## src/rtl/work_rx_assembler_pkg.sv

```systemverilog
// Shared constants and state encoding for the UART-side work packet assembler.
// The payload length constant is also used by the hashing core.
package work_rx_assembler_pkg;

  // 32-byte midstate followed by the 12-byte header tail
  localparam int unsigned WORK_PAYLOAD_BYTES  = 44;
  localparam logic [7:0]  WORK_SYNC_BYTE      = 8'hA5;
  // 10 ms of silence at 100 MHz
  localparam int unsigned WORK_TIMEOUT_CYCLES = 1000000;

  // Plain vector encoding so older tools and netlist viewers show raw codes
  typedef logic [1:0] state_t;
  localparam state_t ST_IDLE  = 2'd0;
  localparam state_t ST_LOAD  = 2'd1;
  localparam state_t ST_CHECK = 2'd2;
  localparam state_t ST_HOLD  = 2'd3;

  // Increment that sticks at 8'hFF instead of wrapping
  function automatic logic [7:0] sat_inc8(input logic [7:0] v);
    return (v == 8'hFF) ? v : v + 8'd1;
  endfunction

endpackage

```

## src/rtl/work_rx_assembler_rx_gap_timer.sv

```systemverilog
// rx_gap_timer: counts idle cycles between received bytes and flags the
// cycle on which the gap limit is reached. Reusable by any UART-side block.
module rx_gap_timer
  import work_rx_assembler_pkg::*;
#(
  parameter int unsigned LIMIT = WORK_TIMEOUT_CYCLES
) (
  input  logic clock,
  input  logic reset,
  input  logic clear,    // byte arrived or frame restarted
  input  logic run,      // inside a frame and no byte this cycle
  output logic expired   // gap has reached LIMIT-1 with no byte
);

  localparam int unsigned CW   = (LIMIT > 1) ? $clog2(LIMIT) : 1;
  localparam logic [CW-1:0] LAST = CW'(LIMIT - 1);

  logic [CW-1:0] count_reg;

  assign expired = run && !clear && (count_reg == LAST);

  // Gap counter: restart on clear or expiry, otherwise advance while running
  always_ff @(posedge clock) begin
    if (reset || clear || expired) begin
      count_reg <= '0;
    end else if (run) begin
      count_reg <= count_reg + CW'(1);
    end
  end

endmodule

```

## src/rtl/work_rx_assembler.sv

```systemverilog
// work_rx_assembler: frames the UART byte stream into one work packet
// (sync byte, fixed-length payload, optional XOR checksum) and offers it to
// the miner on a valid/ready handshake. Define WORK_RX_CHECKSUM_EN to enable
// the trailing checksum byte and the CHECK state.
module work_rx_assembler
  import work_rx_assembler_pkg::*;
#(
  parameter int unsigned PAYLOAD_BYTES  = WORK_PAYLOAD_BYTES,
  parameter logic [7:0]  SYNC_BYTE      = WORK_SYNC_BYTE,
  parameter int unsigned TIMEOUT_CYCLES = WORK_TIMEOUT_CYCLES
) (
  input  logic                       clock,
  input  logic                       reset,
  input  logic                       rx_valid,
  input  logic [7:0]                 rx_data,
  input  logic                       work_ready,
  output logic                       work_valid,
  output logic [8*PAYLOAD_BYTES-1:0] work_data,
  output logic                       busy,
  output logic                       frame_err,
  output logic [15:0]                pkt_count,
  output logic [7:0]                 drop_count
);

  localparam int unsigned DW  = 8 * PAYLOAD_BYTES;
  localparam int unsigned BCW = ($clog2(PAYLOAD_BYTES) > 0) ? $clog2(PAYLOAD_BYTES) : 1;
  localparam logic [BCW-1:0] LAST_IDX = BCW'(PAYLOAD_BYTES - 1);

  state_t         state_reg;
  state_t         state_next;
  logic [BCW-1:0] byte_cnt_reg;
  logic [DW-1:0]  data_reg;
  logic           frame_err_reg;
  logic [15:0]    pkt_count_reg;
  logic [7:0]     drop_count_reg;

  logic in_frame;
  logic sync_hit;
  logic byte_take;
  logic last_byte;
  logic gap_clear;
  logic gap_run;
  logic gap_expired;
  logic csum_bad;
  logic hold_accept;
  logic hold_drop;

  assign in_frame    = (state_reg == ST_LOAD) || (state_reg == ST_CHECK);
  assign sync_hit    = (state_reg == ST_IDLE) && rx_valid && (rx_data == SYNC_BYTE);
  assign byte_take   = (state_reg == ST_LOAD) && rx_valid;
  assign last_byte   = byte_take && (byte_cnt_reg == LAST_IDX);
  assign gap_clear   = sync_hit || (in_frame && rx_valid);
  assign gap_run     = in_frame && !rx_valid;
  assign hold_accept = (state_reg == ST_HOLD) && work_ready;
  assign hold_drop   = (state_reg == ST_HOLD) && rx_valid;

  rx_gap_timer #(
    .LIMIT (TIMEOUT_CYCLES)
  ) u_gap_timer (
    .clock   (clock),
    .reset   (reset),
    .clear   (gap_clear),
    .run     (gap_run),
    .expired (gap_expired)
  );

`ifdef WORK_RX_CHECKSUM_EN
  logic [7:0] xor_reg;
  logic       csum_ok;

  assign csum_ok  = (rx_data == xor_reg);
  assign csum_bad = (state_reg == ST_CHECK) && rx_valid && !csum_ok;

  // Running XOR of the payload, restarted by each sync byte
  always_ff @(posedge clock) begin
    if (reset || sync_hit) begin
      xor_reg <= 8'h00;
    end else if (byte_take) begin
      xor_reg <= xor_reg ^ rx_data;
    end
  end
`else
  assign csum_bad = 1'b0;
`endif

  // Next-state selection; a timeout always wins over a byte-driven move
  always_comb begin
    state_next = state_reg;
    case (state_reg)
      ST_IDLE: begin
        if (sync_hit) state_next = ST_LOAD;
      end
      ST_LOAD: begin
        if (gap_expired) begin
          state_next = ST_IDLE;
        end else if (last_byte) begin
`ifdef WORK_RX_CHECKSUM_EN
          state_next = ST_CHECK;
`else
          state_next = ST_HOLD;
`endif
        end
      end
`ifdef WORK_RX_CHECKSUM_EN
      ST_CHECK: begin
        if (gap_expired) begin
          state_next = ST_IDLE;
        end else if (rx_valid) begin
          state_next = csum_ok ? ST_HOLD : ST_IDLE;
        end
      end
`endif
      ST_HOLD: begin
        if (work_ready) state_next = ST_IDLE;
      end
      default: state_next = ST_IDLE;
    endcase
  end

  // State register
  always_ff @(posedge clock) begin
    if (reset) begin
      state_reg <= ST_IDLE;
    end else begin
      state_reg <= state_next;
    end
  end

  // Payload shift register and byte index; bytes enter at the LSB end so the
  // first payload byte finishes in the top byte (big-endian)
  always_ff @(posedge clock) begin
    if (reset) begin
      byte_cnt_reg <= '0;
      data_reg     <= '0;
    end else begin
      if (sync_hit) begin
        byte_cnt_reg <= '0;
      end else if (byte_take) begin
        byte_cnt_reg <= byte_cnt_reg + BCW'(1);
      end
      if (byte_take) begin
        data_reg <= {data_reg[DW-9:0], rx_data};
      end
    end
  end

  // Single-cycle framing error pulse
  always_ff @(posedge clock) begin
    if (reset) begin
      frame_err_reg <= 1'b0;
    end else begin
      frame_err_reg <= gap_expired || csum_bad;
    end
  end

  // Status counters: accepted packets wrap, dropped bytes saturate
  always_ff @(posedge clock) begin
    if (reset) begin
      pkt_count_reg  <= 16'd0;
      drop_count_reg <= 8'd0;
    end else begin
      if (hold_accept) pkt_count_reg  <= pkt_count_reg + 16'd1;
      if (hold_drop)   drop_count_reg <= sat_inc8(drop_count_reg);
    end
  end

  assign work_valid = (state_reg == ST_HOLD);
  assign busy       = in_frame;
  assign work_data  = data_reg;
  assign frame_err  = frame_err_reg;
  assign pkt_count  = pkt_count_reg;
  assign drop_count = drop_count_reg;

endmodule

```

## config.mk

```make
export PLATFORM = sky130hd
export DESIGN_NAME = work_rx_assembler
export DESIGN_NICKNAME = d
export VERILOG_FILES = /design/src/rtl/work_rx_assembler_pkg.sv /design/src/rtl/work_rx_assembler_rx_gap_timer.sv /design/src/rtl/work_rx_assembler.sv
export SDC_FILE = /design/constraint.sdc
export NUM_CORES = 1
export LEC_CHECK = 0
export ABC_CLOCK_PERIOD_IN_PS = 2500
export BUFFER_PORTS_ARGS = -buffer_cell sky130_fd_sc_hd__buf_4
export CORE_MARGIN = 3
export CORE_UTILIZATION = 50
export CTS_CLUSTER_DIAMETER = 200
export DETAILED_ROUTE_END_ITERATION = 6
export HOLD_SLACK_MARGIN = 0.06
export PLACE_DENSITY = 0.74
export SLEW_MARGIN = 20
export SYNTH_ARGS = -nofsm -noshare
export SYNTH_HDL_FRONTEND = slang
export SYNTH_SLANG_ARGS = --single-unit
```

## constraint.sdc

```tcl
create_clock -name clock -period 2.5 [get_ports clock]
set_input_delay 0.25 -clock clock [delete_from_list [all_inputs] [get_ports clock]]
set_output_delay 0.25 -clock clock [all_outputs]
set_load 0.02 [all_outputs]
```

## Yosys cells after proc, flatten, opt, wreduce, memory -nomap -nowiden

Cells that the tools add are included.

| word-level totals | value |
|---|---|
| output and inout port bits | 379 |
| word-level logic and storage cells | 47 |
| register bits | 405 |
| input port bits | 12 |

| cells by class | value |
|---|---|
| reduce and logical (&&, ||, !) cells | 20 |
| bitwise gates (word level) | 1 |
| eq/ne operators | 10 |
| multiplexer cells | 5 |
| add/sub/neg operators | 4 |

Operators by type and width:

| cell | count |
|---|---|
| $add A20 B1 Y20 const B | 1 |
| $eq A20 B20 Y1 const B | 1 |
| $add A16 B1 Y16 const B | 1 |
| $eq A8 B8 Y1 const B | 2 |
| $logic_and A1 B1 Y1 | 10 |
| $add A8 B1 Y8 const B | 1 |
| $mux W2 | 4 |
| $add A6 B1 Y6 const B | 1 |
| $eq A6 B6 Y1 const B | 1 |
| $pmux W2 S3 | 1 |
| $eq A2 B2 Y1 const B | 2 |
| $logic_or A1 B1 Y1 | 4 |
| $ne A2 B2 Y1 const B | 2 |
| $ne A3 B2 Y1 const B | 1 |
| $reduce_and A3 Y1 | 1 |
| $eq A2 B1 Y1 const B | 1 |
| $logic_not A1 Y1 | 2 |
| $logic_not A2 Y1 | 1 |
| $reduce_and A2 Y1 | 1 |
| $reduce_or A2 Y1 | 1 |
| $not A1 Y1 | 1 |

## Longest topological paths before layout

Gate-level depths: netlist of the first run.

| logic depth | value |
|---|---|
| depth in word-level cells | 9 |
| mapped depth | 8 |
| mapped depth without buffers | 6 |

## Hierarchy

From an unflattened synthesis of the first run, not the netlist that was laid out.

| second synthesis, totals | value |
|---|---|
| cells, all modules | 1817 |
| area total of the unflattened synthesis | 14428.8 um^2 |

By module, submodules not included:

| module | instances | seq. area each (um^2) | cells each | area each (um^2) |
|---|---|---|---|---|
| work_rx_assembler | 1 | 7707.4 | 1708 | 13477.9 |
| rx_gap_timer | 1 | 400.4 | 109 | 950.9 |

## Worst setup path before layout of the first run

OpenSTA, ideal clock, no wires.

| timing | value |
|---|---|
| path kind | reg-to-reg |
| start | reg state_reg[0] |
| end | reg u_gap_timer.count_reg[12] |
| slack | 0.541 ns |
| data required time | 2.385 ns |
| path buffers | 1 |
| data arrival time | 1.844 ns |
| cell stages (with the launch flop) | 8 |
| period minus slack after synthesis | 1.959 ns |
| library setup time | 0.115 ns |
| cells stage by stage | dfxtp_1 -> inv_1 -> ha_1 -> and4b_4 -> nand2_1 -> o211ai_4 -> buf_6 -> nor2_1 |

| on the way | value |
|---|---|
| cells in the longest elaborated chain, start to end | 8 |
| elaborated cells on any way between the ends | 14 |
| classes of those cells | 2 x eq/ne; 12 x reduce/logical |

RTL lines:

| element | line | text |
|---|---|---|
| start: declaration | work_rx_assembler.sv:29 | `state_t state_reg;` |
| start signal: assignment | work_rx_assembler.sv:125 | `state_reg <= state_next;` |
| $eq A2 B1 Y1 or $eq A2 B2 Y1 (tied branches) | work_rx_assembler.sv:48 | `assign in_frame = (state_reg == ST_LOAD) \|\| (state_reg == ST_CHECK);` |
| $logic_or A1 B1 Y1 * | work_rx_assembler.sv:48 |  |
| via busy | work_rx_assembler.sv:19 | `output logic busy,` |
| $logic_and A1 B1 Y1 | work_rx_assembler.sv:52 | `assign gap_clear = sync_hit \|\| (in_frame && rx_valid);` |
| $logic_or A1 B1 Y1 | work_rx_assembler.sv:52 |  |
| $logic_not A1 Y1 | work_rx_assembler_rx_gap_timer.sv:20 | `assign expired = run && !clear && (count_reg == LAST);` |
| $logic_and A1 B1 Y1 (2 in a row) | work_rx_assembler_rx_gap_timer.sv:20 |  |
| $logic_or A1 B1 Y1 | work_rx_assembler_rx_gap_timer.sv:24 | `if (reset \|\| clear \|\| expired) begin` |
| end signal: assignment | work_rx_assembler_rx_gap_timer.sv:27 | `count_reg <= count_reg + CW'(1);` |
| end: declaration | work_rx_assembler_rx_gap_timer.sv:18 | `logic [CW-1:0] count_reg;` |

The timed path passes the listed nets; every way through them passes the cells marked *.
A chain may end at the register's enable or synchronous reset.

## Final worst setup path of the first run

| timing | value |
|---|---|
| start | reg state_reg[0] |
| end | reg u_gap_timer.count_reg[4] |

| on the way | value |
|---|---|
| cells in the longest elaborated chain, start to end | 8 |
| elaborated cells on any way between the ends | 14 |
| classes of those cells | 2 x eq/ne; 12 x reduce/logical |

RTL lines:

| element | line |
|---|---|
| $eq A2 B1 Y1 (tied with other cells) | work_rx_assembler.sv:48 |
| $logic_or A1 B1 Y1 or $logic_and A1 B1 Y1 (tied branches) | work_rx_assembler.sv:48, work_rx_assembler.sv:49 |
| $logic_and A1 B1 Y1 (on tied branches) | work_rx_assembler.sv:52, work_rx_assembler.sv:49 |
| $logic_or A1 B1 Y1 | work_rx_assembler.sv:52 |
| $logic_not A1 Y1 | work_rx_assembler_rx_gap_timer.sv:20 |
| $logic_and A1 B1 Y1 (2 in a row) | work_rx_assembler_rx_gap_timer.sv:20 |
| $logic_or A1 B1 Y1 | work_rx_assembler_rx_gap_timer.sv:24 |

Several ways; a longest one is shown, not always the timed one.

==> results, run 1 <==
- The run finished with clean final reports.
- The post-DP HPWL is about 28000 um.
- Between clock sinks in the finished design, the worst skew comes to 0.0148 ns.
- Sequential elements use 55.6% of the synthesized area.
- The post-synthesis async set-or-reset flop share is 0%.
- The data arrival at the endpoint of the critical path is between 2 and 3 ns.
- The Yosys step of the flow raised 0 warnings.
- Summed over all failing endpoints, the final setup total negative slack is 0 ns.
- The number of pins exceeding their max-slew limit in the final report is 0.
- The top cell family by delay on the critical path is simple AND/OR/NAND/NOR gates.
- The finished layout holds 2560 standard cells, fillers aside.
- The routed via count is ~13000.
- Setup violations remaining at the end of the flow were counted as 0.
- The net switching power is 2.72 mW.
- Summed over all cells, the static leakage comes to 7.30 nW.
- The internal power is 10.0 mW.
- Power spread over the standard cell area amounts to 668 nW/um^2.
- The switching part of the total power is 21.4%.
- STA classifies the critical path startpoint as a register.
- The register with the most flip-flops in the layout has 352 of them.
- The x dimension of the die is 177 um.
- In this run the worst path has a maximum fanout of 17.
- The clock root buffer is sky130_fd_sc_hd__clkbuf_16.
- For this block, the routed nets add up to 41400 um of wire.
- VDD sags by at most 0.000620 V.
- The cell count after synthesis is 1822.
- In the routed design, unresolved DRC markers number 0.
- The final period utilization is between 80% and 90%.
- The final total power is 12.7 mW.
- For this run the aggregate overflow at the end of global routing stands at 0.
- Measured on the finished design, the core utilization comes to 67.6%.
- The via density per instance is 5.24.
- The tightest min-delay check is of the input pin to register type.
- The cell count after placement is 2479.
- Summing all flip-flop and latch instances after layout gives 8110 sq um.
- The detailed-router iteration count before antenna repair is 5.
- The combinational fraction of design power is 2.9%.
- The number of global-route vias before repair is roughly 12000.
- Dividing the detail-routed wire length by the instance count gives 16.2 um.
- The first global-routing pass estimated 65200 um of wire.
- The largest net degree at the start of global routing is 152.
- The headroom to the max-slew limit is a little over half.
- In this run, CTS created clock tree buffers numbering 43.
- The repair_antennas step left the layout with diodes totalling 0.
- The kind of critical path is register to register.
- STA classifies the critical path endpoint as a register.
- In this run the number of H-tree levels came out at 2.
- The number of setup buffers added after CTS is 0.
- The number of standard-cell rows in the floorplan is 61.
- With fillers left out, the area of the finished cells amounts to 19100 sq um.
- The timing-limited maximum frequency is 465 MHz.
- In the post-synthesis netlist, the biggest area contributors are sky130_fd_sc_hd__dfxtp_1, sky130_fd_sc_hd__nand2_1, sky130_fd_sc_hd__a21oi_1.
- Synthesis inferred 405 register bits.
- Max-cap violations in this run came to 0.
- The congestion estimate from routability-driven global placement came to 0.838.
- Of the post-synthesis cell area, the dominant cell type holds 55.6%.
- The number of failing hold endpoints at the final stage was 0.
- The die covers between 30000 and 40000 sq um.
- CTS saw roughly 400 sinks.
- The total of buffers placed on input and output ports is 390.
- At the worst endpoint, the required time is 2.89 ns.
- The floorplan step set the die height to 177 um.
- The clock-pin transition on the worst setup and hold timing paths is 0.06 ns.
- For the pin with the worst max-slew slack, the measured transition is 0.701 ns.
- Global routing used 25.1% of the available tracks.
- Setup repair after global routing left no endpoint under its margin.
- The layout cell share with drive strength beyond 1 is 22.0%.
- The synthesized design contains 0 enable-type register cells.
- The distinct cell type count after synthesis is 49.
- The count of routing violations after the opening detailed-route iteration is around 1000.
- Walking the worst path, the cells encountered are inv_1, ha_1, and4b_4, nand2_1, o211ai_4, nor2_1.
- The portion of total power attributed to the clock network is 46.4%.
- Subtracting the final worst setup slack from the clock period gives 2.15 ns.
- The longest clock path from root to sink contains 3 buffers.
- Hold is met by approximately 0.15 ns.
- Pin placement for this block handled 391 I/O pins.
- The average footprint of a synthesized cell is 8.00 sq um.
- The total of hold buffers inserted after clock tree synthesis is 9.
- The cell area after placement is 17700 sq um.
- Summed over all instances, the cell type with the most area after synthesis is sky130_fd_sc_hd__dfxtp_1.
- After clock tree synthesis, the repair step resized 0 gates.
- The initial antenna violation count is 0.
- Timing analysis after detailed placement gives a worst setup slack of 0.383 ns.
- The buffers plus inverters on the worst setup path is 1.
- The CTS tree is yes.
- The multi-input combinational cells in the finished layout cover a total of just under 6000 sq um.
- The layout has 2366 filler cells.
- The initial standard-cell utilization of the core is 51.6%.
- The worst-path cell with the longest stage delay is sky130_fd_sc_hd__o211ai_4.
- The number of nets in the layout is 2174.
- The floorplan step defined a core boundary enclosing between 20000 and 30000 sq um.
- The relative contribution of sequential cells to total power is around 51%.
- The mapped cell area is 14600 sq um.
- After layout, the worst setup slack is approximately 0.35 ns.
- The number of nets handed over by synthesis was 1841.
- The number of antenna-violating nets in the routed design is 0.
- The delay of the slowest cell on the worst path is 0.52 ns.
- The relative area change from synthesis to final layout is 30.9%.
- For this run, the leading register cell type out of synthesis is sky130_fd_sc_hd__dfxtp_1.
- At the later pin of the worst-skew pair, clock insertion delay measures 0.52 ns.
## worst paths after layout
kind | startpoint | endpoint | slack (ns) | cells past startpoint
worst max register to register | state_reg[0] | u_gap_timer.count_reg[4] | 0.35 | 6
worst max-delay path | state_reg[0] | u_gap_timer.count_reg[4] | 0.35 | 6
worst min-delay path | reset | pkt_count[5] | 0.15 | 2
worst min register to register | work_data[348] | work_data[348] | 0.45 | 2
## power groups by stage
| stage | Combinational (mW) | Clock (mW) | Sequential, mW |
|---|---|---|---|
| floorplan | 0.249 | 0 | 6.61 |
| global placement | 0.353 | 0 | 6.61 |
| detailed placement | 0.353 | 0 | 6.61 |
| CTS | 0.365 | 6.03 | 6.47 |
| global route | 0.400 | 6.30 | 6.46 |
| finish | 0.367 | 5.91 | 6.47 |
## synth_stat cells (2+ instances only)
cell type / n
sky130_fd_sc_hd__nand2_1: 731
sky130_fd_sc_hd__dfxtp_1: 405
sky130_fd_sc_hd__a21oi_1: 368
sky130_fd_sc_hd__clkbuf_1: 78
sky130_fd_sc_hd__buf_2: 37
sky130_fd_sc_hd__nor2_1: 37
sky130_fd_sc_hd__xor2_1: 22
sky130_fd_sc_hd__nand4_1: 17
sky130_fd_sc_hd__o21ai_0: 15
sky130_fd_sc_hd__nand3_1: 10
sky130_fd_sc_hd__or3_1: 10
sky130_fd_sc_hd__inv_1: 9
sky130_fd_sc_hd__ha_1: 7
sky130_fd_sc_hd__and4_1: 6
sky130_fd_sc_hd__buf_1: 6
sky130_fd_sc_hd__xnor2_1: 6
sky130_fd_sc_hd__a311oi_1: 4
sky130_fd_sc_hd__and2_1: 4
sky130_fd_sc_hd__and3_1: 4
sky130_fd_sc_hd__a31oi_1: 3
sky130_fd_sc_hd__and4b_1: 3
sky130_fd_sc_hd__buf_4: 3
sky130_fd_sc_hd__nor4b_1: 3
sky130_fd_sc_hd__or2_2: 3
sky130_fd_sc_hd__buf_6: 2
sky130_fd_sc_hd__nand4_2: 2
sky130_fd_sc_hd__nor4_1: 2
sky130_fd_sc_hd__o311ai_0: 2
sky130_fd_sc_hd__o31ai_1: 2
sky130_fd_sc_hd__o41ai_1: 2
## placed cells by master, fill, tap and decap left out, drive strengths merged, types with 4 or more instances in the layout
| master | n |
|---|---|
| a21oi | 369 |
| a311oi | 4 |
| and2 | 4 |
| and3 | 5 |
| and4 | 6 |
| and4b | 4 |
| buf | 405 |
| clkbuf | 65 |
| clkinv | 6 |
| dfxtp | 405 |
| dlygate4sd3 | 9 |
| ha | 7 |
| inv | 9 |
| nand2 | 731 |
| nand3 | 10 |
| nand4 | 20 |
| nor2 | 37 |
| nor4b | 4 |
| o21ai | 15 |
| or2 | 4 |
| or3 | 10 |
| xnor2 | 6 |
| xor2 | 22 |
## worst reg2reg max path, delay by kind of cell (launching register included)
family | cells | cell delay, ns
AND/OR/NAND/NOR | 3 | 0.61
AO/OA/AOI/OAI | 1 | 0.52
flip-flops | 1 | 0.42
adder cells (fa/ha/maj) | 1 | 0.41
buffers and inverters | 1 | 0.07
## final cells by class
cell class / count / area share [%]
clock buffers: 65 / 6.66
clock inverters: 7 / 0.197
inverters: 9 / 0.177
multi-input cells: 1282 / 30.9
flip-flops and latches: 405 / 42.5
well taps: 378 / 2.48
repair buffers: 414 / 17.1
## logic make-up after synthesis
family,Yosys count,share of synthesized area [%]
fa+ha+maj,7,0.601
mux,1,0.0687
simple gates,845,23.7
xor+xnor,28,1.68
buf+inv,135,3.98
compound gates,401,14.3
flops,405,55.6
## per-layer routing
| metal | part of all wire [%] | global-route usage (%) | routed length [um] |
|---|---|---|---|
| met1 | 41 | 31.7 | 16900 |
| met2 | 48 | 41.8 | 19700 |
| met3 | 7.7 | 6.48 | 3190 |
| met4 | 3.9 | 9.20 | 1600 |
| met5 | 0 | 0 | 0 |
No activity file was read; power rests on OpenSTA's default activity.
==> run 2: changes to the inputs <==
--- a/config.mk
+++ b/config.mk
@@ -8,11 +8,11 @@
 export ABC_CLOCK_PERIOD_IN_PS = 2500
 export BUFFER_PORTS_ARGS = -buffer_cell sky130_fd_sc_hd__buf_4
 export CORE_MARGIN = 3
-export CORE_UTILIZATION = 50
+export CORE_UTILIZATION = 52
 export CTS_CLUSTER_DIAMETER = 200
 export DETAILED_ROUTE_END_ITERATION = 6
 export HOLD_SLACK_MARGIN = 0.06
-export PLACE_DENSITY = 0.74
+export PLACE_DENSITY = 0.77
 export SLEW_MARGIN = 20
 export SYNTH_ARGS = -nofsm -noshare
 export SYNTH_HDL_FRONTEND = slang
==> results, run 2 (synthesized netlist as in run 1, its figures left out) <==
- The flow ran to the end, and the final reports show no timing, DRC or antenna violations.
- The hold path depth is 2 (unchanged).
- The maximum root-to-sink buffer count came to 3 (unchanged).
- Setup repair after global routing left no endpoint under its margin.
- The setup slack of the most critical reg-to-reg path was 0.34 ns (about the same).
- The layout cell share with drive strength beyond 1 is 22.4% (+0.34 points).
- The combinational fraction of design power is 2.9% (about the same).
- The number of H-tree levels was 2 (unchanged).
- The total negative setup slack came to 0 ns (unchanged).
- The headroom to the max-slew limit is 57.8% (+4.6 points).
- From synthesis to final layout, the design area changed by 31.6%.
- The tree is rooted in a sky130_fd_sc_hd__clkbuf_16.
- The final period utilization is 86.3% (+0.40 points).
- The transition time at the pin with the least slew margin was 0.624 ns (-0.0771 ns).
- The number of global-route vias before repair is 12300 (-0.88%).
- The final wirelength was 41000 um (-0.91%).
- The internal power was 10.2 mW (+1.3%).
- The number of antenna-violating nets in the routed design is 0 (unchanged).
- The post-DP HPWL is 28300 um (+1.2%).
- The data arrival at the endpoint of the critical path came to 2.54 ns (about the same).
- The total congestion overflow after global routing was 0 (unchanged).
- The total die area is 30100 sq um (-3.7%).
- The residual DRC count was 0 (unchanged).
- The number of standard-cell rows in the floorplan came to 60 (-1.6%).
- The number of pins exceeding their max-slew limit in the final report was 0 (unchanged).
- The initial antenna violation count is 0 (unchanged).
- The top-level port count came to 391 (unchanged).
- The peak supply drop is 0.000554 V (-11%).
- The capture endpoint of the worst hold path is pkt_count[5].
- The count of routing violations after the opening detailed-route iteration is 987 (-1.1%).
- The net switching power was 2.71 mW (-0.39%).
- The clock tree skew after final layout is 0.00787 ns (-0.00697 ns).
- The startpoint of the most critical register-to-register path is state_reg[0].
- The relative contribution of sequential cells to total power is 50.3% (-0.5 points).
- The total of buffers placed on input and output ports is 390 (unchanged).
- The startpoint class of the critical path is a register.
- The worst setup path is captured at a register.
- The detailed-router iteration count before antenna repair is 5 (unchanged).
- The diode insertion count for antenna repair is 0 (unchanged).
- The total length of routed met2 wires came to 19800 um (about the same).
- The total power density per cell area is 671 nW/um^2 (+0.41%).
- The delay of the slowest cell on the worst path is 0.51 ns (about the same).
- The buffers plus inverters on the worst setup path is 1 (unchanged).
- The x dimension of the die is 173 um (-1.9%).
- The total setup buffers inserted after CTS came to 0 (unchanged).
- The detailed-routing wirelength on met1 is 16900 um (about the same).
- The core footprint came to 27300 sq um (-3.5%).
- The kind of critical path is register to register.
- The first-pass GRT wire length is 64700 um (-0.78%).
- The worst-path cell with the longest stage delay is sky130_fd_sc_hd__o211ai_4.
- The via density per instance is 5.24 (about the same).
- Leaving out fill and tap cells, the most frequent cell in the layout is sky130_fd_sc_hd__nand2_1.
- The number of failing hold endpoints at the final stage is 0 (unchanged).
- The setup violation total in the final timing report was 0 (unchanged).
- The largest net degree at the start of global routing is 112 (-26%).
- The source of the critical timing path is state_reg[0].
- The die span in y was 173 um (-1.9%).
- The number of flip-flops under the largest register name came to 352 (unchanged).
- The initial standard-cell utilization of the core was 53.5% (+1.9 points).
- The placement-stage worst setup slack is 0.332 ns (-0.0514 ns).
- The reported max-cap violation count is 0 (unchanged).
- In the layout the commonest cells are sky130_fd_sc_hd__nand2_1, sky130_fd_sc_hd__dfxtp_1, sky130_fd_sc_hd__buf_4, sky130_fd_sc_hd__a21oi_1, sky130_fd_sc_hd__clkbuf_16.
- The number of nets in the layout is 2178 (+0.18%).
- The global placement routability congestion was 0.866 (+3.4%).
- The wire length per cell came to 16.0 um (-0.94%).
- The data required time at the worst endpoint is 2.88 ns (about the same).
- The minimum setup slack in the final design was 0.342 ns (-0.0100 ns).
- The path class of the tightest hold or removal check is input pin to register.
- The cell depth of the worst flop-to-flop path is 6 (unchanged).
- The source of the worst hold timing path is reset.
- The switching part of the total power is 21.1% (-0.28 points).
- The portion of total power attributed to the clock network came to 46.8% (+0.4 points).
- The highest routing layer actually used is met4.
- The worst-skew pair later-pin latency is 0.52 ns (about the same).
- The overall global routing resource usage is 25.6% (+0.43 points).
- The endpoint identified for the worst register-to-register timing path is u_gap_timer.count_reg[7].
- The routed via count is 13400 (-0.0075%).
- The timing-limited maximum frequency is 463 MHz (-0.46%).
- The routed length on met3 is 3060 um (-4.0%).
- The static power due to leakage is 7.37 nW (+0.90%).
- The number of buffers created by CTS was 41 (-4.7%).
- The number of sinks driven by the clock tree is 405 (unchanged).
- The critical path goes through inv_1, ha_1, and4b_4, nand2_1, o211ai_4, nor2_1.
- The clock-pin transition on the worst setup and hold timing paths came to 0.06 ns (about the same).
- The final critical delay including setup and external delays was 2.16 ns (+0.0100 ns).
- On the critical path the largest part of the delay comes from simple AND/OR/NAND/NOR gates.
- The maximum net fanout on the critical path was 17 (unchanged).
- The share of the core filled with cells is 70.4% (+2.8 points).
- TritonCTS built the clock tree.
==> run 2: metal layers <==
metal | track usage [%] | vias to the layer above
met1 | 31.9 | 6280
li1 | - | 6631
met3 | 6.40 | 77
met4 | 8.38 | 0
met2 | 43.4 | 424
met5 | 0 | -
==> run 2: worst max-delay path by stage <==
stage                                      to  cells after the start
floorplan           u_gap_timer.count_reg[12]                      7
global placement     u_gap_timer.count_reg[6]                      6
detailed placement   u_gap_timer.count_reg[7]                      6
CTS                  u_gap_timer.count_reg[4]                      6
global route         u_gap_timer.count_reg[7]                      6
finish               u_gap_timer.count_reg[7]                      6
==> run 2: layout make-up <==
| type | instances | area (sq um) |
|---|---|---|
| Clock buffer | 66 | 1280 |
| Clock inverter | 7 | 63.8 |
| Fill cell | 2205 | 8070 |
| Inverter | 9 | 33.8 |
| Multi-Input combinational cell | 1282 | 5890 |
| Sequential cell | 405 | 8110 |
| Tap cell | 372 | 465 |
| Timing Repair Buffer | 420 | 3330 |
==> run 2: worst register-to-register path, delay by kind of cell (launching register included) <==
kind                     cells  cell delay (ns)
AND/OR/NAND/NOR              3             0.62
flip-flops                   1             0.41
buffers and inverters        1             0.08
AO/OA/AOI/OAI                1             0.51
adder cells (fa/ha/maj)      1             0.42
==> run 2: timing repair <==
action / CTS / global route
gates resized for setup: 0 / 0
hold buffers: 9 / 0
endpoints found under the hold margin: 9 / 0
==> run 2: power groups by stage <==
stage,clock network [mW],logic [mW],registers (mW)
finish,6.02,0.374,6.46
global route,6.42,0.407,6.46
CTS,6.13,0.372,6.46
detailed placement,0,0.361,6.61
global placement,0,0.359,6.61
floorplan,0,0.249,6.61
==> run 2: per-stage QoR <==
stage	power, mW	hold WS [ns]	cell area (sq um)	cells
global route	13.3	0.187	19200	2561
CTS	13.0	0.164	19200	2561
detailed placement	6.97	0.452	17700	2479
floorplan	6.86	0.386	14600	1822
finish	12.9	0.176	19200	2561
global placement	6.97	0.443	17700	2479
==> run 3: changes to the inputs <==
--- a/config.mk
+++ b/config.mk
@@ -7,12 +7,14 @@
 export LEC_CHECK = 0
 export ABC_CLOCK_PERIOD_IN_PS = 2500
 export BUFFER_PORTS_ARGS = -buffer_cell sky130_fd_sc_hd__buf_4
+export CELL_PAD_IN_SITES_DETAIL_PLACEMENT = 1
+export CELL_PAD_IN_SITES_GLOBAL_PLACEMENT = 1
 export CORE_MARGIN = 3
-export CORE_UTILIZATION = 52
+export CORE_UTILIZATION = 38
 export CTS_CLUSTER_DIAMETER = 200
 export DETAILED_ROUTE_END_ITERATION = 6
 export HOLD_SLACK_MARGIN = 0.06
-export PLACE_DENSITY = 0.77
+export PLACE_DENSITY = 0.78
 export SLEW_MARGIN = 20
 export SYNTH_ARGS = -nofsm -noshare
 export SYNTH_HDL_FRONTEND = slang
==> results, run 3 (synthesized netlist as in run 1, its figures left out) <==
- The area taken by multi-input logic gates is 5890 sq um (unchanged).
- The number of pins exceeding their max-slew limit in the final report is 0 (unchanged).
- The largest net degree at the start of global routing is 122 (+8.9%).
- The number of antenna-violating nets in the routed design is 0 (unchanged).
- The worst-skew pair later-pin latency is 0.56 ns (+0.04 ns).
- The headroom to the max-slew limit is 58.1% (+0.25 points).
- The area taken by flip-flops and latches is 8110 sq um (unchanged).
- The number of sinks driven by the clock tree is 405 (unchanged).
- The cell count after placement is 2615 (+5.5%).
- The via density per instance is 5.04 (-3.8%).
- The top-level port count is 391 (unchanged).
- The detailed-router iteration count before antenna repair is 4 (-1).
- The number of failing hold endpoints at the final stage came to 0 (unchanged).
- The number of flip-flops under the largest register name came to 352 (unchanged).
- The first-pass GRT wire length came to 75700 um (+17%).
- The layout cell share with drive strength beyond 1 came to 22.5% (+0.086 points).
- The diode insertion count for antenna repair came to 0 (unchanged).
- The final wirelength is 48300 um (+18%).
- The core footprint is 37800 sq um (+39%).
- The post-DP HPWL was 33000 um (+16%).
- In the layout the commonest cells are sky130_fd_sc_hd__nand2_1, sky130_fd_sc_hd__dfxtp_1, sky130_fd_sc_hd__buf_4, sky130_fd_sc_hd__a21oi_1, sky130_fd_sc_hd__clkbuf_16.
- The total die area came to 40700 sq um (+35%).
- The count of routing violations after the opening detailed-route iteration was 628 (-36%).
- The routed via count is 13600 (+1.6%).
- The reported max-cap violation count was 0 (unchanged).
- The wire length per cell is 17.8 um (+11%).
- The number of H-tree levels is 2 (unchanged).
- The final critical delay including setup and external delays is 2.20 ns (+0.0369 ns).
- The data required time at the worst endpoint came to 2.92 ns (+0.04 ns).
- The placement-stage worst setup slack is 0.348 ns (+0.0159 ns).
- TritonCTS built the clock tree.
- The final period utilization is 87.8% (+1.5 points).
- The clock-pin transition on the worst setup and hold timing paths is 0.06 ns (about the same).
- The initial antenna violation count came to 0 (unchanged).
- The cell depth of the worst flop-to-flop path is 6 (unchanged).
- The class of the most critical hold timing path is input pin to register.
- The residual DRC count is 0 (unchanged).
- The peak supply drop was 0.000454 V (-18%).
- The number of nets in the layout is 2179 (+0.046%).
- The static power due to leakage is 7.42 nW (+0.63%).
- The maximum root-to-sink buffer count was 3 (unchanged).
- The final total power is 13.4 mW (+4.4%).
- The total congestion overflow after global routing is 0 (unchanged).
- The run finished with clean final reports.
- The setup slack of the most critical reg-to-reg path came to 0.30 ns (-0.04 ns).
- The overall global routing resource usage came to 22.7% (-2.9 points).
- The timing-limited maximum frequency is 456 MHz (-1.7%).
- The share of the core filled with cells is 51.5% (-19 points).
- The number of buffers created by CTS came to 45 (+9.8%).
- The total of buffers placed on input and output ports is 390 (unchanged).
- The clock root buffer is sky130_fd_sc_hd__clkbuf_16.
- The source of the critical timing path is state_reg[0].
- The kind of critical path is register to register.
- The most common library cell in the layout ignoring fill and taps is sky130_fd_sc_hd__nand2_1.
- The maximum net fanout on the critical path is 17 (unchanged).
- The initial standard-cell utilization of the core was 38.6% (-15 points).
- The endpoint type of the worst setup path is a register.
- The global placement routability congestion was 0.803 (-7.3%).
- In this run the most critical hold path is launched from reset.
- The number of standard-cell rows in the floorplan is 71 (+18%).
- The x dimension of the die is 202 um (+16%).
- The worst setup path is launched from a register.
- The capture instance of the worst register-to-register path is u_gap_timer.count_reg[12].
- Setup repair after global routing left no endpoint under its margin.
- The total negative setup slack was 0 ns (unchanged).
- The relative area change from synthesis to final layout is 33.4%.
- The clock tree skew after final layout is 0.0104 ns (+0.00256 ns).
- In this run the worst setup path terminates at u_gap_timer.count_reg[12].
- The minimum setup slack in the final design came to 0.305 ns (-0.0369 ns).
- The number of fill cells is 4582 (+110%).
- The transition time at the pin with the least slew margin is 0.620 ns (-0.00363 ns).
- The total power density per cell area is 691 nW/um^2 (+3.0%).
- The non-filler instance count after layout is 2705 (+5.6%).
- The number of global-route vias before repair was 14000 (+14%).
- The data arrival at the endpoint of the critical path is 2.62 ns (+0.08 ns).
- The worst register-to-register path begins at state_reg[0].
- The die span in y was 202 um (+16%).
- The setup violation total in the final timing report is 0 (unchanged).
[run 3: cell count changes in the layout (fill, tap and decap cells not counted)]
cell                        delta
sky130_fd_sc_hd__buf_12        -1
sky130_fd_sc_hd__buf_4         -2
sky130_fd_sc_hd__bufinv_16     +1
sky130_fd_sc_hd__clkbuf_1      +2
sky130_fd_sc_hd__clkbuf_16     +4
sky130_fd_sc_hd__clkbuf_8      -2
sky130_fd_sc_hd__clkinv_2      +3
[run 3: area by class of cell]
type	count	area share, %
clock buffers	70	7.01
flip-flops and latches	405	41.7
clock inverters	11	0.560
repair buffers	417	17.0
multi-input cells	1282	30.3
well taps	511	3.29
inverters	9	0.174
[run 3: repair_timing]
| action | in CTS | in global routing |
|---|---|---|
| endpoints found under the hold margin | 9 | 0 |
| hold buffers | 9 | 0 |
| setup buffers | 0 | 0 |
| resized for setup | 0 | 0 |
[run 3: how the worst min path moves through the flow]
| stage | end | cells past startpoint |
|---|---|---|
| 3_3_place_gp | work_data[345] | 2 |
| 4_1_cts | pkt_count[9] | 2 |
| 3_5_place_dp | work_data[227] | 2 |
| 2_1_floorplan | work_data[0] | 2 |
| 6_report | pkt_count[9] | 2 |
| 5_1_grt | pkt_count[9] | 2 |
[run 3: stage by stage]
| stage | instance area, sq um | hold slack, ns |
|---|---|---|
| 3_5_place_dp | 17900 | 0.461 |
| 2_1_floorplan | 14600 | 0.386 |
| 5_1_grt | 19400 | 0.157 |
| 6_report | 19400 | 0.139 |
| 3_3_place_gp | 17900 | 0.444 |
| 4_1_cts | 19400 | 0.114 |
[run 3: layer usage]
layer  global-route usage [%]  up-vias  share of wire (%)
met4                     9.42        0                3.8
met5                        0        -                  0
met1                     26.9     6572                 42
li1                         -     6638                  -
met2                     39.3      322                 48
met3                     5.73       98                6.2
[run 3: power by group]
group          internal, mW  total, mW  switching (mW)
Sequential             6.46       6.47         0.00690
Clock                  3.94       6.58            2.64
Combinational        0.0824      0.385           0.302
Total                  10.5       13.4            2.95
[run 3: critical path, cell delays in order, from the launching register on]
cell,delay (ns)
sky130_fd_sc_hd__dfxtp_1,0.41
sky130_fd_sc_hd__inv_1,0.07
sky130_fd_sc_hd__ha_1,0.40
sky130_fd_sc_hd__and4b_4,0.32
sky130_fd_sc_hd__nand2_1,0.18
sky130_fd_sc_hd__o211ai_4,0.55
sky130_fd_sc_hd__nor2_1,0.12
